`config.mk`:
```
export PLATFORM = sky130hd
export DESIGN_NAME = etapa_decod_imm
export DESIGN_NICKNAME = d
export VERILOG_FILES = /design/src/rtl/etapa_decod_imm.sv
export SDC_FILE = /design/constraint.sdc
export NUM_CORES = 1
export LEC_CHECK = 0
export CORE_MARGIN = 5
export CORE_UTILIZATION = 35
export CTS_CLUSTER_DIAMETER = 50
export DETAILED_ROUTE_END_ITERATION = 7
export SLEW_MARGIN = 20
export SYNTH_ARGS = -nofsm -noshare
export SYNTH_HDL_FRONTEND = slang
export SYNTH_SLANG_ARGS = --single-unit
```
`constraint.sdc`:
```
create_clock -name clk -period 2.3 [get_ports clk]
set_clock_uncertainty 0.05 [all_clocks]
set_input_delay 0.46 -clock clk [delete_from_list [all_inputs] [get_ports clk]]
set_output_delay 0.46 -clock clk [all_outputs]
set_load 0.01 [all_outputs]
```
`src/rtl/etapa_decod_imm.sv`:
```
// rtl/etapa_decod_imm.sv - two-entry skid stage that decodes the instruction format and tracks illegal opcodes
module etapa_decod_imm (
   input  logic        clk,
   input  logic        reset_n,
   input  logic        Inst_valida,
   input  logic [31:0] Instruccion,
   input  logic [31:0] PC_in,
   input  logic        Listo_sig,
   input  logic        Stall,
   input  logic        Flush,
   output logic        Listo,
   output logic        Salida_valida,
   output logic [31:0] Inst_reg,
   output logic [31:0] PC_reg,
   output logic [4:0]  Campo_0,
   output logic [4:0]  Campo_1,
   output logic        Control_mux,
   output logic [2:0]  Tipo,
   output logic        Inst_ilegal,
   output logic [7:0]  Cont_ilegales
);

   // Encoding chosen so bit 0 means "output register full" and bit 1 means "skid full"
   localparam logic [1:0] VACIO = 2'b00;
   localparam logic [1:0] UNO   = 2'b01;
   localparam logic [1:0] DOS   = 2'b11;

   logic [1:0]  state;
   logic [1:0]  state_next;
   logic        accept;
   logic        consume;

   logic [2:0]  dec_tipo;
   logic        dec_ilegal;
   logic        dec_cm;

   logic [31:0] skid_inst;
   logic [31:0] skid_pc;
   logic [2:0]  skid_tipo;
   logic        skid_ilegal;
   logic        skid_cm;

   assign accept  = Inst_valida & Listo;
   assign consume = Salida_valida & Listo_sig & ~Stall;

   // Format decode of the incoming word; the result is captured alongside it
   always_comb begin
      dec_tipo   = 3'd7;
      dec_ilegal = 1'b0;
      case (Instruccion[6:0])
         7'b0110011:                         dec_tipo = 3'd0;
         7'b0010011, 7'b0000011, 7'b1100111: dec_tipo = 3'd1;
         7'b0100011:                         dec_tipo = 3'd2;
         7'b1100011:                         dec_tipo = 3'd3;
         7'b0110111, 7'b0010111:             dec_tipo = 3'd4;
         7'b1101111:                         dec_tipo = 3'd5;
         default: begin
            dec_tipo   = 3'd7;
            dec_ilegal = 1'b1;
         end
      endcase
      dec_cm = (dec_tipo == 3'd2) || (dec_tipo == 3'd3);
   end

   // State register
   always_ff @(posedge clk or negedge reset_n) begin
      if (!reset_n) begin
         state <= VACIO;
      end else begin
         state <= state_next;
      end
   end

   // Next-state: flush overrides everything, otherwise fill/drain the two slots
   always_comb begin
      state_next = state;
      if (Flush) begin
         state_next = VACIO;
      end else begin
         case (state)
            VACIO: if (accept) state_next = UNO;
            UNO: begin
               if (accept && !consume) begin
                  state_next = DOS;
               end else if (!accept && consume) begin
                  state_next = VACIO;
               end
            end
            DOS:     if (consume) state_next = UNO;
            default: state_next = VACIO;
         endcase
      end
   end

   // Handshake outputs depend only on the state flops
   always_comb begin
      Salida_valida = state[0];
      Listo         = ~state[1];
   end

   // Output and skid registers; a flushed cycle loads nothing
   always_ff @(posedge clk or negedge reset_n) begin
      if (!reset_n) begin
         Inst_reg    <= '0;
         PC_reg      <= '0;
         Tipo        <= '0;
         Inst_ilegal <= 1'b0;
         Control_mux <= 1'b0;
         skid_inst   <= '0;
         skid_pc     <= '0;
         skid_tipo   <= '0;
         skid_ilegal <= 1'b0;
         skid_cm     <= 1'b0;
      end else if (!Flush) begin
         if (accept && (state == VACIO || consume)) begin
            Inst_reg    <= Instruccion;
            PC_reg      <= PC_in;
            Tipo        <= dec_tipo;
            Inst_ilegal <= dec_ilegal;
            Control_mux <= dec_cm;
         end else if (accept && state == UNO) begin
            skid_inst   <= Instruccion;
            skid_pc     <= PC_in;
            skid_tipo   <= dec_tipo;
            skid_ilegal <= dec_ilegal;
            skid_cm     <= dec_cm;
         end else if (state == DOS && consume) begin
            Inst_reg    <= skid_inst;
            PC_reg      <= skid_pc;
            Tipo        <= skid_tipo;
            Inst_ilegal <= skid_ilegal;
            Control_mux <= skid_cm;
         end
      end
   end

   // Saturating illegal-opcode counter; survives flush, only reset clears it
   always_ff @(posedge clk or negedge reset_n) begin
      if (!reset_n) begin
         Cont_ilegales <= '0;
      end else if (accept && dec_ilegal && !Flush && Cont_ilegales != 8'hFF) begin
         Cont_ilegales <= Cont_ilegales + 8'd1;
      end
   end

   assign Campo_0 = Inst_reg[24:20];
   assign Campo_1 = Inst_reg[11:7];

endmodule
```
==> metrics.yaml <==
run:
  drv_cap: 0
yosys:
  yosys_register_bits: 148
  synth_edf_count: 0
  ys_top_cells_by_count: "dfrtp_1 (148), a21oi_1 (71), nor2_1 (70), mux2i_1 (66), mux2_4 (64)"
  syn_nets: 605
  yosys_warnings: 0
  yosysTopAreaCellShare_pct: 54.63
  synth-seq-area-share_pct: 54.63
  avgSynthCellArea_um2: 12.79
  syn_area_mm2: 0.006779
  synth.area.top_cells: "dfrtp_1 (55%), mux2_4 (14%), mux2i_1 (9.7%)"
  yosysTopAreaCell: "dfrtp_1"
  ys_types: 36
  synthArstFlopShare_pct: 100.0
  yosys_most_used_dff: "dfrtp_1"
  yosysMostFrequentCell: "dfrtp_1"
  syn-instance-count: 530
critical_path:
  rrSetupSlack_ps: 330
  ff2ff_path_depth: 6
  end_kind: "output pin"
  crit_path_start: "state[1]"
  cp_max_fo: 5
  path_class: "reg -> out"
  required_ps: 1790
  rr_startpoint: "state[1]"
  worst_ep_arrival_time_ps: 1550
  endpoint: "Listo"
  r2r_end: "skid_pc[27]"
  start_kind: "flop"
die:
  die-area_mm2: 0.02225
  placementRows: 51
  initial_core_util_pct: 35.18
  die_y_um: 149.2
  coreArea_mm2: 0.01927
  ioPinCount: 159
  dieWidth_um: 149.2
sta:
  period_minus_slack_ps: 2063
  finalSetupTns_ps: 0
  max_slew_margin_pct: 63.29
  worst_slack_ps: 236.6
  hold_ws_ps: 431.3
  max_freq_mhz: 484.6
  setup_viol: 0
  hold_viol: 0
  worst_pin_slew_ps: 550.7
  grt_setup_unrepaired: "no"
  drv_slew: 0
  fin_crit_sh_pct: 89.71
detailed_routing:
  wl_per_cell_um: 15.97
  drt-met1-wl_um: 6945
  drt_iter0_drc: 153
  drtAntennaViolNets: 0
  dr.max_layer_used: "met4"
  vias: 4553
  wl_met2_um: 7461
  wl_met3_um: 874
  routed_via_density: 4.684
  drt_pass1_iterations: 4
  routed_wl_um: 15520
  route.detailed.drc: 0
finish:
  num_antenna_cells: 0
  area_growth_pct: 37.45
  drive_gt1_share_pct: 19.24
  fin_cells: 972
  fin_nets: 769
global_route:
  grt_pass1_wl_um: 25790
  grt_pass1_vias: 4938
  grt_max_degree: 71
  antenna_found_initial: 0
  grt_overflow: 0
  grtUsageTotal_pct: 14.60
clock_network:
  numCtsBuffers: 17
  clock_path_buffers: 2
  clkTransAtPathRegs_ps: 60
  cts_resized: 0
  cts_hold_buffers: 1
  clk_latency_ps: 410
  htreeDepth: 4
  cts_tree: "yes"
  cts_root_buffer: "clkbuf_16"
  cts_sinks: 148
  post_cts_buffers: 0
power_and_ir_drop:
  powerDensity_mw_per_mm2: 1312
  peakVddDrop_mv: 0.5869
  power.leakage_nw: 4.396
  finalPower_mw: 12.23
placed_design:
  pre_cts_ws_ps: -69.21
  dpl.hpwl_um: 10540
  place.gp.congestion: 0.7527
  io_buffer_count: 158
  placed_cells: 939
outcome:
  status: "finished clean"
hold_path:
  hp-class: "reg -> reg"
-- routing by layer --
metal	vias up	global-route usage [%]
li1	2169	-
met1	2251	18.71
met2	116	23.63
met3	17	4.406
met4	0	4.989
met5	-	0
-- critical path, stage by stage (launching register included) --
cell	delay, ps
dfrtp_1	440
inv_1	130
clkdlybuf4s50_1	570
-- kinds of logic (layout without fill, tap and decap cells) --
| group | Yosys count | count (layout) | share of synthesized area (%) |
|---|---|---|---|
| DFF | 148 | 148 | 54.63 |
| muxes | 135 | 135 | 24.75 |
| and+or+nand+nor | 105 | 105 | 7.014 |
| AOI/OAI and AO/OA | 84 | 84 | 6.460 |
| buffers and inverters | 45 | 222 | 5.186 |
| xor gates and xnor gates | 8 | 8 | 1.034 |
| adders and majority gates | 5 | 5 | 0.9228 |
-- report_power, final --
part	internal, mW	switching (mW)	total, mW
registers	3.78	0.755	4.53
clock network	1.77	1.10	2.86
logic	2.90	1.93	4.83
total	8.45	3.78	12.2
-- how the worst min path moves through the flow --
stage,from,to,cells past startpoint
final,skid_cm,skid_cm,2
after floorplan,reset_n,Cont_ilegales[0],0
after global placement,reset_n,skid_pc[25],1
after CTS,skid_cm,skid_cm,2
after global routing,skid_ilegal,skid_ilegal,1
after detailed placement,reset_n,PC_reg[25],1
-- cell type report --
cell class | count | area (um2)
Fill cell | 1723 | 9953
Sequential cell | 148 | 3704
Multi-Input combinational cell | 337 | 2751
Timing Repair Buffer | 186 | 1908
Clock buffer | 20 | 456.7
Tap cell | 265 | 331.6
Clock inverter | 12 | 151.4
Inverter | 4 | 15.01
-- metrics by stage --
step	utilization [%]	cell area, um2
finish	48.35	9318
floorplan	-	6779
CTS	48.35	9318
global placement	45.14	8700
global route	48.35	9318
detailed placement	45.14	8700
-- cell usage in the layout, fill, tap and decap left out, types with 2 or more instances in the layout --
cell             count
dfrtp_1            148
clkbuf_8             2
clkinvlp_4           2
o21ai_0              6
xor2_1               2
clkinv_2             4
mux2_2               5
clkbuf_16           17
inv_6                2
and3_1               3
buf_4               18
buf_12               9
a21oi_1             70
nor2_1              70
nand4_1              4
inv_1                4
ha_1                 5
o22ai_1              2
or4b_2               2
xnor2_1              6
nor2b_1              2
bufinv_16            3
nand2_1              9
nor3_1               4
mux2_4              64
clkdlybuf4s50_1    157
mux2i_1             66
nand3b_1             3
(Power assumes the default switching activity.)
